===== src/rtl/key_buf_pkg.sv =====
// Shared definitions for the keypoint buffer sequencer.
// Holds the state encoding and the default sizes.
package key_buf_pkg;

  localparam int KB_DEPTH  = 100;
  localparam int KB_CNT_W  = 7;
  localparam int KB_DROP_W = 16;

  typedef enum logic [1:0] {
    KB_IDLE  = 2'd0,
    KB_FILL  = 2'd1,
    KB_DRAIN = 2'd2,
    KB_FLUSH = 2'd3
  } kb_state_e;

endpackage


===== src/rtl/kb_occ_counter.sv =====
// Occupancy counter for the keypoint buffer.
// Counts up and down, and clears; it saturates at DEPTH and at 0.
module kb_occ_counter #(
  parameter int DEPTH = 100,
  parameter int CNT_W = 7
) (
  input  logic             clk_i,
  input  logic             rst_i,
  input  logic             inc_i,
  input  logic             dec_i,
  input  logic             clr_i,
  output logic [CNT_W-1:0] count_o
);

  localparam logic [CNT_W-1:0] CNT_MAX = CNT_W'(DEPTH);

  logic [CNT_W-1:0] cnt_q, cnt_d;

  always_comb begin
    cnt_d = cnt_q;
    if (clr_i) begin
      cnt_d = '0;
    end else if (inc_i && (cnt_q != CNT_MAX)) begin
      cnt_d = cnt_q + 1'b1;
    end else if (dec_i && (cnt_q != '0)) begin
      cnt_d = cnt_q - 1'b1;
    end
  end

  always_ff @(posedge clk_i or posedge rst_i) begin
    if (rst_i) cnt_q <= '0;
    else       cnt_q <= cnt_d;
  end

  assign count_o = cnt_q;

endmodule


===== src/rtl/key_buffer_ctrl.sv =====
// Frame sequencer for the keypoint buffer between the ORB extractor and the matcher.
// Handshake: a push/pop strobe moves one keypoint in the same cycle it is high; pop = o_match_valid & i_match_ready.
module key_buffer_ctrl
  import key_buf_pkg::*;
#(
  parameter int DEPTH  = KB_DEPTH,
  parameter int CNT_W  = KB_CNT_W,
  parameter int DROP_W = KB_DROP_W
) (
  input  logic              i_clk,
  input  logic              i_rst,
  input  logic              i_frame_start,
  input  logic              i_frame_end,
  input  logic              i_abort,
  input  logic              i_feat_valid,
  input  logic              i_match_ready,
  output logic              o_buf_push,
  output logic              o_buf_pop,
  output logic              o_buf_clear,
  output logic              o_match_valid,
  output logic [CNT_W-1:0]  o_count,
  output logic [DROP_W-1:0] o_drop_cnt,
  output logic              o_overrun,
  output logic              o_busy,
  output logic [1:0]        o_state_dbg
);

  localparam logic [CNT_W-1:0]  CNT_DEPTH = CNT_W'(DEPTH);
  localparam logic [DROP_W-1:0] DROP_MAX  = '1;

  kb_state_e         state_q, state_d;
  logic              to_fill_q, to_fill_d;
  logic              pend_q, pend_d;
  logic              clear_q, clear_d;
  logic              overrun_q, overrun_d;
  logic [DROP_W-1:0] drop_q, drop_d;
  logic              push, pop, mvalid, drop_inc, cnt_clr, start_eff;
  logic [CNT_W-1:0]  count;

  kb_occ_counter #(.DEPTH(DEPTH), .CNT_W(CNT_W)) u_occ (
    .clk_i   (i_clk),
    .rst_i   (i_rst),
    .inc_i   (push),
    .dec_i   (pop),
    .clr_i   (cnt_clr),
    .count_o (count)
  );

  // A start that coincided with frame end acts one cycle later, and only while still draining.
  assign start_eff = i_frame_start | (pend_q & (state_q == KB_DRAIN));

  always_comb begin
    state_d   = state_q;
    to_fill_d = to_fill_q;
    pend_d    = 1'b0;
    overrun_d = 1'b0;
    push      = 1'b0;
    pop       = 1'b0;
    mvalid    = 1'b0;
    drop_inc  = 1'b0;
    cnt_clr   = 1'b0;
    case (state_q)
      KB_IDLE: begin
        if (i_frame_start) state_d = KB_FILL;
      end
      KB_FILL: begin
        push     = i_feat_valid & (count != CNT_DEPTH);
        drop_inc = i_feat_valid & (count == CNT_DEPTH);
        if (i_frame_end) begin
          state_d = ((count != '0) || push) ? KB_DRAIN : KB_IDLE;
          pend_d  = i_frame_start & ((count != '0) || push);
        end
      end
      KB_DRAIN: begin
        mvalid   = (count != '0);
        pop      = mvalid & i_match_ready;
        drop_inc = i_feat_valid;
        if (start_eff) begin
          state_d   = KB_FLUSH;
          to_fill_d = 1'b1;
          overrun_d = 1'b1;
        end else if ((count == '0) || (pop && (count == CNT_W'(1)))) begin
          state_d = KB_IDLE;
        end
      end
      default: begin
        cnt_clr   = 1'b1;
        drop_inc  = i_feat_valid;
        state_d   = to_fill_q ? KB_FILL : KB_IDLE;
        to_fill_d = 1'b0;
      end
    endcase
    if (i_abort) begin
      state_d   = KB_FLUSH;
      to_fill_d = 1'b0;
      pend_d    = 1'b0;
      overrun_d = 1'b0;
    end
  end

  assign clear_d = (state_d == KB_FLUSH);
  assign drop_d  = (drop_inc && (drop_q != DROP_MAX)) ? drop_q + 1'b1 : drop_q;

  always_ff @(posedge i_clk or posedge i_rst) begin
    if (i_rst) begin
      state_q   <= KB_IDLE;
      to_fill_q <= 1'b0;
      pend_q    <= 1'b0;
      clear_q   <= 1'b0;
      overrun_q <= 1'b0;
      drop_q    <= '0;
    end else begin
      state_q   <= state_d;
      to_fill_q <= to_fill_d;
      pend_q    <= pend_d;
      clear_q   <= clear_d;
      overrun_q <= overrun_d;
      drop_q    <= drop_d;
    end
  end

  assign o_buf_push    = push;
  assign o_buf_pop     = pop;
  assign o_buf_clear   = clear_q;
  assign o_match_valid = mvalid;
  assign o_count       = count;
  assign o_drop_cnt    = drop_q;
  assign o_overrun     = overrun_q;
  assign o_busy        = (state_q != KB_IDLE);
  assign o_state_dbg   = state_q;

endmodule


===== config.mk =====
export PLATFORM = sky130hd
export DESIGN_NAME = key_buffer_ctrl
export DESIGN_NICKNAME = d
export VERILOG_FILES = /design/src/rtl/key_buf_pkg.sv /design/src/rtl/kb_occ_counter.sv /design/src/rtl/key_buffer_ctrl.sv
export SDC_FILE = /design/constraint.sdc
export NUM_CORES = 1
export LEC_CHECK = 0
export ABC_AREA = 1
export ABC_CLOCK_PERIOD_IN_PS = 1500
export BUFFER_PORTS_ARGS = -buffer_cell sky130_fd_sc_hd__buf_2
export CORE_ASPECT_RATIO = 0.6
export CORE_UTILIZATION = 50
export DETAILED_ROUTE_END_ITERATION = 6
export GPL_ROUTABILITY_DRIVEN = 0
export GPL_TIMING_DRIVEN = 0
export PLACE_DENSITY_LB_ADDON = 0.05
export SLEW_MARGIN = 20
export SYNTH_ARGS = -nofsm -noshare
export SYNTH_HDL_FRONTEND = slang
export SYNTH_SLANG_ARGS = --single-unit

===== constraint.sdc =====
create_clock -name i_clk -period 1.5 [get_ports i_clk]
set_input_delay 0.45 -clock i_clk [delete_from_list [all_inputs] [get_ports i_clk]]
set_output_delay 0.45 -clock i_clk [all_outputs]
set_load 0.005 [all_outputs]

Word level (Yosys, flattened, before mapping)
Index checks and enable logic that the tools add are counted.

word-level totals
  output and inout bits = 31
  register bits = 29
  input port bits = 7
  logic and storage cells = 63

cells by class
  equality and inequality tests = 10
  bitwise operators = 6
  mux-type cells = 24
  add/subtract/negate cells = 3
  reductions and logical operators = 13

operator list
  operator                                               number
  2-to-1 mux 7 bit                                       3
  adder 16 x 1 -> 16 bit, second input constant          1
  inequality test 16 bit, second input constant          1
  2-to-1 mux 1 bit                                       12
  2-to-1 mux 2 bit                                       6
  adder 7 x 1 -> 7 bit, second input constant            1
  equality test 7 x 1 -> 1 bit, second input constant    1
  equality test 7 bit, second input constant             1
  logical NOT 7 bit                                      1
  inequality test 7 bit, second input constant           1
  nonzero test 7 bit                                     1
  subtractor 7 x 1 -> 7 bit, second input constant       1
  one-hot mux 2 bit (3 select lines)                     1
  AND 1 bit                                              5
  equality test 2 bit, second input constant             2
  logical AND 1 bit                                      4
  one-hot mux 1 bit (2 select lines)                     2
  inequality test 3 x 1 -> 1 bit, second input constant  1
  inequality test 3 bit, second input constant           1
  OR reduction 3 bit                                     1
  equality test 2 x 1 -> 1 bit, second input constant    1
  logical NOT 2 bit                                      1
  logical OR 1 bit                                       2
  inequality test 2 x 1 -> 1 bit, second input constant  1
  4 further kinds                                        4

Depth between registers and ports, before layout
  word-level depth = 9
  gate-level depth with buffers = 11
  depth with buffers taken out = 11

Modules after synthesis
From an unflattened synthesis, not the netlist that was laid out.

second synthesis, totals
  cells, all modules = 280
  area total of the unflattened synthesis = 2,019.4 µm²

modules (own cells, without submodules)
  module           cells each  area each (µm²)  times used  sequential area each (µm²)
  key_buffer_ctrl  189         1,363.8          1           550.5
  kb_occ_counter   91          655.6            1           175.2

Least setup slack after synthesis
Ideal clock, no wire load.

  path kind = register to output
  start = reg u_occ.cnt_q[0] (netlist: u_occ.count_o[0])
  end = out o_buf_push
  slack = -0.187 ns
  path buffers = 0
  stages on the path, launching flop included = 8
  arrival = 1.237 ns
  data required time = 1.050 ns
  cells stage by stage = dfrtp_1 inv_1 ha_1 nand2_1 clkinv_1 nand3_4 nand2_4 inv_2

on the way
  cells in the longest elaborated chain, start to end = 3

RTL lines
  what                    RTL line               source
  start, declared         kb_occ_counter.sv:17   logic [CNT_W-1:0] cnt_q, cnt_d;
  start signal, assigned  kb_occ_counter.sv:32   else cnt_q <= cnt_d;
  inequality test 7 bit   key_buffer_ctrl.sv:67  push = i_feat_valid & (count != CNT_DEPTH);
  AND 1 bit               key_buffer_ctrl.sv:67
  2-to-1 mux 1 bit        key_buffer_ctrl.sv:62  case (state_q)
  end, declared           key_buffer_ctrl.sv:17  output logic o_buf_push,

Every way passes these cells.

Worst setup path in the final report
  start = reg u_occ.cnt_q[0] (netlist: u_occ.count_o[0])
  end = out o_buf_pop

on the way
  cells in the longest elaborated chain, start to end = 3

RTL lines
  what                RTL line               source
  nonzero test 7 bit  key_buffer_ctrl.sv:75  mvalid = (count != '0);
  AND 1 bit           key_buffer_ctrl.sv:76  pop = mvalid & i_match_ready;
  2-to-1 mux 1 bit    key_buffer_ctrl.sv:62
  end, declared       key_buffer_ctrl.sv:18  output logic o_buf_pop,

Every way passes these cells.

==> flow_summary.ini <==
[logic_synthesis]
avgSynthCellArea_um2 = 7.66
ys_ff_latch = 29
syn_area_mm2 = 0.00203
ys_warn_count = 0
ys_types = 26
yosysSeqAreaShare = 0.358
synth_fp_nets = 276
postSynthCellCount = 265

[sta]
tns_ns = -8.18
final_hold_viol_count = 0
fmax_mhz = 542
fin_crit_sh = 1.23
period_needed_ns = 1.85
setup_viol = 33
holdWs_ns = 0.240
clock_skew_ns = 0.00297
slew_headroom = 0.568
drv_slew = 0
setup_ws_ns = -0.345
rsz0062_at_grt = true
worst-slew-pin-transition_ns = 0.647

[cts]
htreeDepth = 2
clkSinkCount = 29
cts_hold_buf = 0
numCtsBuffers = 5
root_buffer = clkbuf_8
path_clk_slew_ns = 0.07
cts_tree = yes
clkLatencyLatePin_ns = 0.29
cts_buffer_depth = 2

[run_status]
status = finished, violations left
violations = DRC, setup timing

[global_route]
grt_overflow = 0
grt_max_degree = 30
first_global_vias = 1803
antenna_found_initial = 0
grt_usage = 0.282
grt_pass1_wl_um = 8950

[setup_path]
crit_chain = inv_2 -> ha_4 -> inv_2 -> nor2_4 -> nand2_4 -> nand3_4 -> inv_2 -> buf_2
cp.arrival_ns = 1.40
r2r_slack_ns = -0.33
worstSetupStartpointType = flop
worstSetupPathType = flop to output pin
critPathBufInv = 4
path_delay_family = flip-flops
cp-end-kind = output pin
crit_fanout = 4
cpMostUsedCell = inv_2
worst_path_max_delay_cell = dfrtp_2
required_ns = 1.05
max_stage_delay_ns = 0.41

[flow_run]
cap_viol_max_count = 0

[routing]
vias_per_cell = 5.52
drc = 6
vias = 2191
drt_iter0_drc = 214
post_drt_wl_per_cell_um = 16.7
dr.pass1.iters = 7
drt-total-wl_um = 6620
antenna_left = 0

[floorplanning]
die_w_um = 84.3
rows = 17
io_pins = 38
dieHeight_um = 51.4
start_util = 0.539
die_area_mm2 = 0.00433
core_area_mm2 = 0.00376

[placed_design]
io_buffers = 37
hpwl_um = 3580
place_ws_ns = -0.266
place_area_mm2 = 0.00230

[cells_and_area]
drive_gt1_frac = 0.500
nets = 360
diodes = 0
areaGrowthSynthToFinish_pct = 45.7
finalInstanceArea_mm2 = 0.00296

[power]
peakVddDrop_uv = 1040
power_density_mw_per_mm2 = 1810
p_leak_nw = 1.46
total_power_mw = 5.36

[worst_hold_path]
min_path_type = input port to async pin
per-layer routing:
metal | up-vias | track usage | routed length, um
li1 | 1001 | - | -
met1 | 1038 | 0.419 | 2930
met2 | 127 | 0.396 | 2960
met3 | 25 | 0.0646 | 555
met4 | 0 | 0.103 | 182
met5 | - | 0 | 0
sequential cells by signal, summed over array words and instances (netlist names):
| signal | cells |
|---|---|
| o_state_dbg | 2 |
| o_overrun | 1 |
| u_occ.count_o | 7 |
| o_buf_clear | 1 |
| to_fill_q | 1 |
| pend_q | 1 |
| o_drop_cnt | 16 |
final timing paths:
kind | cells past startpoint | startpoint | end
setup / recovery | 8 | u_occ.count_o[0]$_DFFE_PP0P_ | o_buf_pop
hold reg to reg | 2 | to_fill_q$_DFFE_PP0P_ | o_state_dbg[0]$_DFF_PP0_
min in group i_clk | 2 | i_abort | pend_q$_DFF_PP0_
hold / removal | 2 | i_rst | o_buf_clear$_DFF_PP0_
max in group asynchronous | 2 | i_rst | u_occ.count_o[3]$_DFFE_PP0P_
setup reg to reg | 14 | u_occ.count_o[0]$_DFFE_PP0P_ | o_drop_cnt[4]$_DFFE_PP0P_
area by class of cell:
class	instances	area, um2
plain buffers	3	51.3
clock buffers	6	72.6
clock inverters	2	10.0
fillers	238	807
inverters	38	154
multi-input cells	194	1250
flip-flops and latches	29	734
well taps	47	58.8
repair buffers	78	631
Yosys cell counts:
master / n / area [um2]
nor2_2: 3 / 18.8
o21ai_2: 8 / 70.1
nand4_1: 5 / 31.3
inv_1: 27 / 101
nor2_4: 2 / 22.5
buf_4: 2 / 15.0
nor2_8: 1 / 20.0
buf_12: 2 / 40.0
nor3_1: 5 / 25.0
xor2_1: 13 / 114
dfrtp_1: 29 / 726
nand3_1: 21 / 105
xnor2_1: 7 / 61.3
nand3_2: 2 / 20.0
ha_1: 4 / 50.1
nand2_2: 17 / 106
o22ai_1: 1 / 6.26
clkinv_1: 1 / 3.75
nand3_4: 2 / 35.0
inv_2: 10 / 37.5
nor2_1: 25 / 93.8
nand2_4: 2 / 22.5
o21ai_0: 4 / 20.0
o21ai_1: 10 / 50.1
a21oi_1: 1 / 5.00
nand2_1: 61 / 229
worst reg2reg max path, stage by stage, from the launching register on:
cell,delay [ns]
dfrtp_2,0.41
inv_2,0.08
ha_4,0.16
nand2_2,0.06
clkinv_2,0.07
nand3_4,0.10
buf_6,0.14
buf_6,0.11
nand2_4,0.05
nand3_4,0.08
nor2_8,0.14
buf_6,0.13
inv_6,0.05
nand2_1,0.08
nand2_1,0.07
cells in the final DEF (no fill, tap or decap), types with 2 or more instances in the layout:
cell        n
nand2_1    49
buf_2      35
nand2_2    27
buf_4      24
nor2_1     22
dfrtp_1    22
inv_1      20
nand3_1    17
buf_6      15
inv_2      14
xor2_1     12
o21ai_2     9
o21ai_1     9
xnor2_1     7
dfrtp_2     7
nor2_4      5
nand4_1     5
clkbuf_8    5
nor3_1      4
nand3_4     4
buf_12      4
o21ai_0     4
nand3_2     4
nor2_2      3
clkinv_2    3
nand2_4     3
inv_4       2
ha_2        2
clkbuf_16   2
per-stage QoR:
step,std cells,util
floorplan,265,-
global placement,349,0.610
detailed placement,349,0.610
CTS,380,0.711
global route,397,0.786
finish,397,0.786
report_power, final:
part	total, mW	switching, mW	internal, mW	leakage, nW
Sequential	1.32	0.287	1.03	0.375
Clock	0.653	0.331	0.321	0.0450
Combinational	3.39	1.80	1.58	1.04
Total	5.36	2.42	2.94	1.46
kinds of logic after synthesis:
kind of cell    after synthesis  share of synthesized area
simple gates                146                      0.359
fa+ha+maj                     4                     0.0247
buf+inv                      42                     0.0974
compound gates               24                     0.0746
xor+xnor                     20                     0.0863
flops                        29                      0.358
repair_timing:
item	in CTS	in global routing
cloned	1	2
gates resized for setup	30	31
buffers inserted	23	16
setup endpoints to repair	30	31
pin swaps	8	7
Note: power is estimated with default switching activity, not from simulation.
